$ cat src/rtl/mar_access_arbiter.sv
// mar_access_arbiter: shares the MAR and the memory port between instruction
// fetch and data load/store. One transaction runs at a time through
// IDLE -> LOAD -> ACCESS -> RESP, and all outputs are registered.
// Optional build macro ROUND_ROBIN_EN: when it is defined, simultaneous
// requests alternate between the two requesters. When it is undefined, data
// has fixed priority over fetch.
module mar_access_arbiter #(
    parameter int unsigned ADDR_WIDTH  = 8,
    parameter int unsigned DATA_WIDTH  = 8,
    parameter int unsigned MEM_LATENCY = 1
) (
    input  logic                  clk,
    input  logic                  reset,
    input  logic                  fetch_req,
    input  logic [ADDR_WIDTH-1:0] fetch_addr,
    output logic                  fetch_ack,
    output logic [DATA_WIDTH-1:0] fetch_rdata,
    input  logic                  data_req,
    input  logic                  data_we,
    input  logic [ADDR_WIDTH-1:0] data_addr,
    input  logic [DATA_WIDTH-1:0] data_wdata,
    output logic                  data_ack,
    output logic [DATA_WIDTH-1:0] data_rdata,
    output logic                  mar_load,
    output logic [ADDR_WIDTH-1:0] mar_address_in,
    output logic                  mem_rd,
    output logic                  mem_wr,
    output logic [DATA_WIDTH-1:0] mem_wdata,
    input  logic [DATA_WIDTH-1:0] mem_rdata,
    output logic                  busy
);

    localparam int unsigned CNT_W = 4;

    typedef enum logic [1:0] {
        S_IDLE   = 2'd0,
        S_LOAD   = 2'd1,
        S_ACCESS = 2'd2,
        S_RESP   = 2'd3
    } state_t;

    state_t                r_state;
    state_t                w_next_state;
    logic                  r_gnt_data;
    logic                  r_we;
    logic [ADDR_WIDTH-1:0] r_addr;
    logic [DATA_WIDTH-1:0] r_wdata;
    logic [CNT_W-1:0]      r_cnt;

    logic                  w_any_req;
    logic                  w_pick_data;
    logic                  w_last_access;

    logic                  w_fetch_ack;
    logic [DATA_WIDTH-1:0] w_fetch_rdata;
    logic                  w_data_ack;
    logic [DATA_WIDTH-1:0] w_data_rdata;
    logic                  w_mar_load;
    logic [ADDR_WIDTH-1:0] w_mar_address_in;
    logic                  w_mem_rd;
    logic                  w_mem_wr;
    logic [DATA_WIDTH-1:0] w_mem_wdata;
    logic                  w_busy;

    assign w_any_req     = fetch_req | data_req;
    assign w_last_access = (r_state == S_ACCESS) && (r_cnt == '0);

`ifdef ROUND_ROBIN_EN
    logic r_last_data;

    // On a tie, the requester that was not granted last wins.
    assign w_pick_data = data_req && (!fetch_req || !r_last_data);

    // Last-granted flag; it changes only when a grant is made.
    always_ff @(posedge clk or negedge reset) begin
        if (!reset) begin
            r_last_data <= 1'b1;
        end else if (r_state == S_IDLE && w_any_req) begin
            r_last_data <= w_pick_data;
        end
    end
`else
    // Fixed priority: data always beats fetch.
    assign w_pick_data = data_req;
`endif

    // State register.
    always_ff @(posedge clk or negedge reset) begin
        if (!reset) begin
            r_state <= S_IDLE;
        end else begin
            r_state <= w_next_state;
        end
    end

    // Next-state logic.
    always_comb begin
        w_next_state = r_state;
        case (r_state)
            S_IDLE:   if (w_any_req) w_next_state = S_LOAD;
            S_LOAD:   w_next_state = S_ACCESS;
            S_ACCESS: if (r_cnt == '0) w_next_state = S_RESP;
            S_RESP:   w_next_state = S_IDLE;
            default:  w_next_state = S_IDLE;
        endcase
    end

    // Output logic: next values of the registered outputs, derived from the next state.
    always_comb begin
        w_busy           = (w_next_state != S_IDLE);
        w_mar_load       = 1'b0;
        w_mar_address_in = '0;
        w_mem_rd         = 1'b0;
        w_mem_wr         = 1'b0;
        w_mem_wdata      = '0;
        w_fetch_ack      = 1'b0;
        w_fetch_rdata    = '0;
        w_data_ack       = 1'b0;
        w_data_rdata     = '0;
        // LOAD is entered only from IDLE, so take the address straight from the winner.
        if (w_next_state == S_LOAD) begin
            w_mar_load       = 1'b1;
            w_mar_address_in = w_pick_data ? data_addr : fetch_addr;
        end
        if (w_next_state == S_ACCESS) begin
            w_mem_rd    = !r_we;
            w_mem_wr    = r_we;
            w_mem_wdata = r_wdata;
        end
        // Read data is captured on the edge that closes the final ACCESS cycle.
        if (w_last_access) begin
            if (r_gnt_data) begin
                w_data_ack   = 1'b1;
                w_data_rdata = r_we ? '0 : mem_rdata;
            end else begin
                w_fetch_ack   = 1'b1;
                w_fetch_rdata = mem_rdata;
            end
        end
    end

    // Output registers.
    always_ff @(posedge clk or negedge reset) begin
        if (!reset) begin
            busy           <= 1'b0;
            mar_load       <= 1'b0;
            mar_address_in <= '0;
            mem_rd         <= 1'b0;
            mem_wr         <= 1'b0;
            mem_wdata      <= '0;
            fetch_ack      <= 1'b0;
            fetch_rdata    <= '0;
            data_ack       <= 1'b0;
            data_rdata     <= '0;
        end else begin
            busy           <= w_busy;
            mar_load       <= w_mar_load;
            mar_address_in <= w_mar_address_in;
            mem_rd         <= w_mem_rd;
            mem_wr         <= w_mem_wr;
            mem_wdata      <= w_mem_wdata;
            fetch_ack      <= w_fetch_ack;
            fetch_rdata    <= w_fetch_rdata;
            data_ack       <= w_data_ack;
            data_rdata     <= w_data_rdata;
        end
    end

    // Latch the grant and its request attributes when leaving IDLE.
    always_ff @(posedge clk or negedge reset) begin
        if (!reset) begin
            r_gnt_data <= 1'b0;
            r_we       <= 1'b0;
            r_addr     <= '0;
            r_wdata    <= '0;
        end else if (r_state == S_IDLE && w_any_req) begin
            r_gnt_data <= w_pick_data;
            r_we       <= w_pick_data && data_we;
            r_addr     <= w_pick_data ? data_addr : fetch_addr;
            r_wdata    <= (w_pick_data && data_we) ? data_wdata : '0;
        end
    end

    // Access-length down-counter; it is loaded as ACCESS begins.
    always_ff @(posedge clk or negedge reset) begin
        if (!reset) begin
            r_cnt <= '0;
        end else if (r_state == S_LOAD) begin
            r_cnt <= CNT_W'(MEM_LATENCY - 1);
        end else if (r_state == S_ACCESS && r_cnt != '0) begin
            r_cnt <= r_cnt - CNT_W'(1);
        end
    end

    // Debug visibility of the latched address (mirrors what was sent to the MAR).
    logic [ADDR_WIDTH-1:0] w_cur_addr;
    assign w_cur_addr = r_addr;

endmodule

$ cat config.mk
export PLATFORM = sky130hd
export DESIGN_NAME = mar_access_arbiter
export DESIGN_NICKNAME = d
export VERILOG_FILES = /design/src/rtl/mar_access_arbiter.sv
export SDC_FILE = /design/constraint.sdc
export NUM_CORES = 1
export LEC_CHECK = 0
export CAP_MARGIN = 20
export CORE_MARGIN = 2
export CORE_UTILIZATION = 44
export DETAILED_ROUTE_END_ITERATION = 8
export GPL_ROUTABILITY_DRIVEN = 1
export PLACE_DENSITY = 0.88
export SETUP_SLACK_MARGIN = 0.3
export SYNTH_ARGS = -nofsm -noshare
export SYNTH_HDL_FRONTEND = slang
export SYNTH_SLANG_ARGS = --single-unit
$ cat constraint.sdc
create_clock -name clk -period 1.9 [get_ports clk]
set_input_delay 0.475 -clock clk [delete_from_list [all_inputs] [get_ports clk]]
set_output_delay 0.475 -clock clk [all_outputs]
set_load 0.01 [all_outputs]
* Word-level counts from Yosys, hierarchy flattened
Index checks and enable logic that the tools add are counted. Widths: inputs -> output; s select.
Operators by class: div/mod/pow operators 0, reductions and logical operators 10, shift-type cells 0, order comparisons 0, $add $sub $neg 1, multiply operators 0, multiplexer cells 21, eq/ne operators 5, bitwise logic cells 1
Operators with widths (count):
- $mux 8 | 9
- $mux 4 | 2
- $pmux 2 s4 | 1
- $mux 1 | 7
- $eq 2x2->1 const B | 3
- $eq 2x1->1 const B | 2
- $logic_and 1x1->1 | 4
- $logic_not 4->1 | 1
- $mux 2 | 2
- $reduce_bool 2->1 | 2
- $reduce_bool 4->1 | 1
- $sub 4x1->4 const B | 1
- $logic_not 2->1 | 1
- $logic_not 1->1 | 1
- $or 1x1->1 | 1
Storage, ports and cells: RAM bits 0, register bits 54, memories kept 0, bits of input ports 37, output and inout bits 38, latch bits 0, ROM bits 0, word-level logic and storage cells 53

* Logic depth before layout (Yosys ltp)
depth after elaboration 5, depth in mapped cells 7, mapped depth without buffers 6

* Least setup slack after synthesis
Ideal clock, no wire load.
path type register to register, start point reg r_state[0], end point reg mem_rd, clock period less this slack 1.646 ns, buffers on the path 1, arrival 1.566 ns, slack 0.254 ns, cell stages (with the launch flop) 8, cell sequence dfrtp_1 inv_1 ha_1 or4b_1 o311ai_2 buf_6 inv_2 nor3b_2
Between the ends: cells in the longest elaborated chain, start to end 4
Ends and longest elaborated chain:
- from (decl) | line 42 | state_t r_state;
- from (signal assigned) | line 92 | r_state <= w_next_state;
- $eq 2x2->1, or another cell as far along | line 99 | case (r_state)
- $pmux 2 s4 * | line 99
- net w_next_state[0] | line 43 | state_t w_next_state;
- $eq 2x2->1 * | line 125 | if (w_next_state == S_ACCESS) begin
- $mux 1 * | line 125
- net w_mem_rd | line 60 | logic w_mem_rd;
- to (signal assigned) | line 159 | mem_rd <= w_mem_rd;
- to (decl) | line 26 | output logic mem_rd,
The timed path passes the listed nets; every way through them passes the cells marked *. A chain may end at the register's enable or synchronous reset.

* Worst setup path in the final report
start point reg r_state[0], end point reg mem_wdata[0]
Between the ends: cells in the longest elaborated chain, start to end 4
Ends and longest elaborated chain:
- $eq 2x2->1, or another cell as far along | line 99
- $pmux 2 s4 * | line 99
- $eq 2x2->1 * | line 125
- $mux 8 * | line 125
- net w_mem_wdata[0] | line 62 | logic [DATA_WIDTH-1:0] w_mem_wdata;
- to (signal assigned) | line 161 | mem_wdata <= w_mem_wdata;
- to (decl) | line 28 | output logic [DATA_WIDTH-1:0] mem_wdata,
Marked as above.

==> out/metrics.csv <==
stage;metric;value;unit
outcome;result_of_the_run;finished, final reports clean;
sta;achievable-frequency;586;MHz
synth;avgSynthCellArea;13.3;µm²
power;p_sw_share;33.8;%
sta;finalMaxSlewViolations;0;
placement;place_congestion;0.723;
power;clockPowerShare;17.0;%
flow_run;max_cap_violations;0;
sta;max_slew_margin;63.6;%
power;power_frac_seq;38.4;%
clock_tree;cts_buffer_depth;2;
synth;synth_seq_area_share;66.3;%
sta;setup-violations-final;0;
power;cellInternalPower;2.87;mW
synth;yosys_register_bits;54;
sta;shortest_clock_period_the_worst_path_allows_after_layout;1.71;ns
placement;dp_hpwl;3050;µm
clock_tree;max_h_tree_level;2;
sta;worst-slew-pin-transition;0.546;ns
floorplanning;top_level_ports;75;
detailed_routing;routed-wl-met3;457;µm
grt;antenna_found_initial;0;
floorplanning;area_of_the_core_region;0.00441;mm²
cells_and_area;final_std_cells_w_o_fill;301;
grt;grt_start_max_net_pins;55;
synth;yosysWarningCount;0;
clock_tree;cts_made_buffers;5;
synth;synth_cell_types;27;
sta;final.setup.worst_slack;0.194;ns
grt;grt_overflow_total;0;
synth;mappedNetlistNets;196;
detailed_routing;m1WireLength;1880;µm
sta;finalHoldViolations;0;
power;power.switching;1.47;mW
detailed_routing;top_routing_layer_in_use;met4;
cells_and_area;finalInstanceArea;0.00317;mm²
critical_path;crit_path_max_fanout;5;
clock_tree;cts-hold-fix-buffers;0;
cells_and_area;nets;291;
cells_and_area;final_layout_size_suffix_gt1_share;18.5;%
power;combinationalPowerShare;44.6;%
power;leakage;1.67;nW
clock_tree;clock-sinks;54;
detailed_routing;detail_route.wirelength;4940;µm
placement;placedInstanceArea;0.00287;mm²
detailed_routing;dr_total_vias;1562;
placement;dpl.cell_count;277;
placement;buffer_ports.inserted;74;
detailed_routing;dr_wl_met2;2490;µm
synth;gate_count_post_synth;153;
critical_path;r2r_cells;6;
detailed_routing;route.detailed.drc;0;
cells_and_area;synthToLayoutAreaGrowth;55.7;%
floorplanning;floorplan.initialDensity;46.1;%
placement;place_worst_setup_slack;-0.138;ns
clock_tree;worst_setup_hold_path_clk_slew;0.09;ns
critical_path;cp-end-kind;flop;
grt;first_pass_grt_wire_length;7470;µm
detailed_routing;ant_nets;0;
critical_path;start_kind;flop;
sta;rsz0062_at_grt;true;
critical_path;path_class;reg -> reg;
cells_and_area;diodes;0;
grt;track_usage;19.1;%
floorplanning;row_count;24;
critical_path;required;2.14;ns
detailed_routing;detailedRoute.firstIterationViolations;22;
sta;clock_skew;0.00761;ns
floorplanning;fp.dieW;72.0;µm
detailed_routing;avgRoutedWirePerCell;16.4;µm
power;vdd_drop_max;720;µV
critical_path;cp_data_arrival_time;1.95;ns
detailed_routing;firstDrtPassIters;4;
min_path;holdCritPathClass;in -> async;
floorplanning;dieArea;0.00519;mm²
power;power_per_cell_area;1370;mW/mm²
grt;number_of_global_route_vias_before_repair;1586;
sta;period_share;89.8;%
floorplanning;die_height;72.0;µm
detailed_routing;viasPerCell;5.19;
clock_tree;tritoncts;built;
clock_tree;worstSkewPairLatency;0.31;ns
sta;post_route_worst_hold_slack;0.156;ns
power;total_power;4.34;mW
clock_tree;clk_root_buffer_cell;sky130_fd_sc_hd__clkbuf_8;
synth;syn_area;0.00204;mm²
## cells in the final DEF, fill, tap and decap left out, types with 2 or more instances in the layout
master                            synthesis  layout
sky130_fd_sc_hd__o21ai_0                  2       2
sky130_fd_sc_hd__or3_1                    3       2
sky130_fd_sc_hd__nor2_1                   5       4
sky130_fd_sc_hd__dfrtp_1                 54      53
sky130_fd_sc_hd__nor3_1                   9       9
sky130_fd_sc_hd__o311ai_4                 0       2
sky130_fd_sc_hd__dlygate4sd2_1            0      40
sky130_fd_sc_hd__clkbuf_8                 0       5
sky130_fd_sc_hd__inv_1                    6       2
sky130_fd_sc_hd__and2_1                  16      16
sky130_fd_sc_hd__clkbuf_1                 2       2
sky130_fd_sc_hd__buf_4                    0      12
sky130_fd_sc_hd__a22o_1                   8       8
sky130_fd_sc_hd__mux2i_1                  9       9
sky130_fd_sc_hd__ha_1                     6       4
sky130_fd_sc_hd__buf_6                    2       3
sky130_fd_sc_hd__inv_2                    1       4
sky130_fd_sc_hd__a21oi_2                  0       2
sky130_fd_sc_hd__ha_4                     0       2
sky130_fd_sc_hd__clkdlybuf4s50_1          0      33
sky130_fd_sc_hd__nand2_1                  5       5
sky130_fd_sc_hd__buf_12                   0       2
sky130_fd_sc_hd__and3_1                  10      10
## worst paths after layout
kind,slack (ns),start,endpoint
min in group clk,0.50,r_we$_DFFE_PN0P_,mem_rd$_DFF_PN0_
max in group asynchronous,1.49,reset,r_state[0]$_DFF_PN0_
setup / recovery,0.19,r_state[0]$_DFF_PN0_,mem_wdata[0]$_DFF_PN0_
hold / removal,0.16,reset,r_wdata[3]$_DFFE_PN0P_
setup reg to reg,0.19,r_state[0]$_DFF_PN0_,mem_wdata[0]$_DFF_PN0_
hold reg to reg,0.50,r_we$_DFFE_PN0P_,mem_rd$_DFF_PN0_
## state kept, by name, indices dropped and copies added, names as in the netlist, 2 cells and up
signal and count:
data_rdata 8, fetch_rdata 8, mar_address_in 8, mem_wdata 8
r_cnt 4, r_state 2, r_wdata 8
## critical path, cell delays in order (launching register included)
cell	delay (ns)
sky130_fd_sc_hd__dfrtp_2	0.44
sky130_fd_sc_hd__buf_6	0.15
sky130_fd_sc_hd__or4b_4	0.53
sky130_fd_sc_hd__o311ai_4	0.10
sky130_fd_sc_hd__buf_6	0.17
sky130_fd_sc_hd__buf_16	0.10
sky130_fd_sc_hd__and3_1	0.15
## cells by family (layout without fill, tap and decap cells)
family / after synthesis / in the layout / synth area share [%]
AND/OR/NAND/NOR: 55 / 55 / 16.3
AO/OA/AOI/OAI: 16 / 18 / 6.08
flip-flops: 54 / 54 / 66.3
adder cells (fa/ha/maj): 6 / 6 / 3.69
buffers and inverters: 13 / 107 / 3.19
multiplexers: 9 / 9 / 4.42
## stage by stage
step           setup TNS (ns)  util, %
2_1_floorplan               0        -
3_3_place_gp            -1.66     65.0
3_5_place_dp            -2.52     65.0
4_1_cts                     0     69.8
5_1_grt                     0     71.8
6_report                    0     71.8
## final cells by class
type / instances / area, µm²
Tap cell: 52 / 65.1
Sequential cell: 54 / 1350
Clock inverter: 1 / 30.0
Fill cell: 319 / 1240
Timing Repair Buffer: 92 / 877
Multi-Input combinational cell: 88 / 741
Inverter: 7 / 28.8
Clock buffer: 7 / 76.3
## repair_timing
item / 4_1_cts / 5_1_grt
pin swaps: 1 / 5
setup endpoints to repair: 77 / 28
gates cloned: 2 / 1
setup buffers: 9 / 4
resized for setup: 50 / 11
## Yosys cell counts, drive strengths merged
| cell type | count | area, µm² |
|---|---|---|
| o21ai | 3 | 15.0 |
| buf | 4 | 31.3 |
| nand2 | 5 | 18.8 |
| ha | 6 | 75.1 |
| nor3b | 2 | 25.0 |
| or4b | 1 | 10.0 |
| a21oi | 3 | 15.0 |
| nand4bb | 1 | 11.3 |
| dfrtp | 54 | 1350 |
| nand2b | 1 | 6.26 |
| a22o | 8 | 70.1 |
| nor4b | 1 | 8.76 |
| and2 | 16 | 100 |
| or3 | 3 | 18.8 |
| o311ai | 1 | 16.3 |
| or2 | 1 | 6.26 |
| nor3 | 9 | 45.0 |
| nor2 | 5 | 18.8 |
| and3 | 10 | 62.6 |
| mux2i | 9 | 90.1 |
| a21o | 1 | 7.51 |
| clkbuf | 2 | 7.51 |
| inv | 7 | 26.3 |
## per-layer routing
metal  GRT usage (%)  up-vias
met5               0        -
met4            6.29        0
met3            7.64       10
met2            32.0       84
met1            22.6      752
li1                -      716
## power by group through the flow
stage / combinational, mW / clock (mW) / sequential [mW]
6_report: 1.94 / 0.736 / 1.67
5_1_grt: 2.09 / 0.800 / 1.70
4_1_cts: 1.80 / 0.749 / 1.66
3_5_place_dp: 1.60 / 0 / 1.69
3_3_place_gp: 1.55 / 0 / 1.68
2_1_floorplan: 0.778 / 0 / 1.79
(Power assumes the default switching activity.)
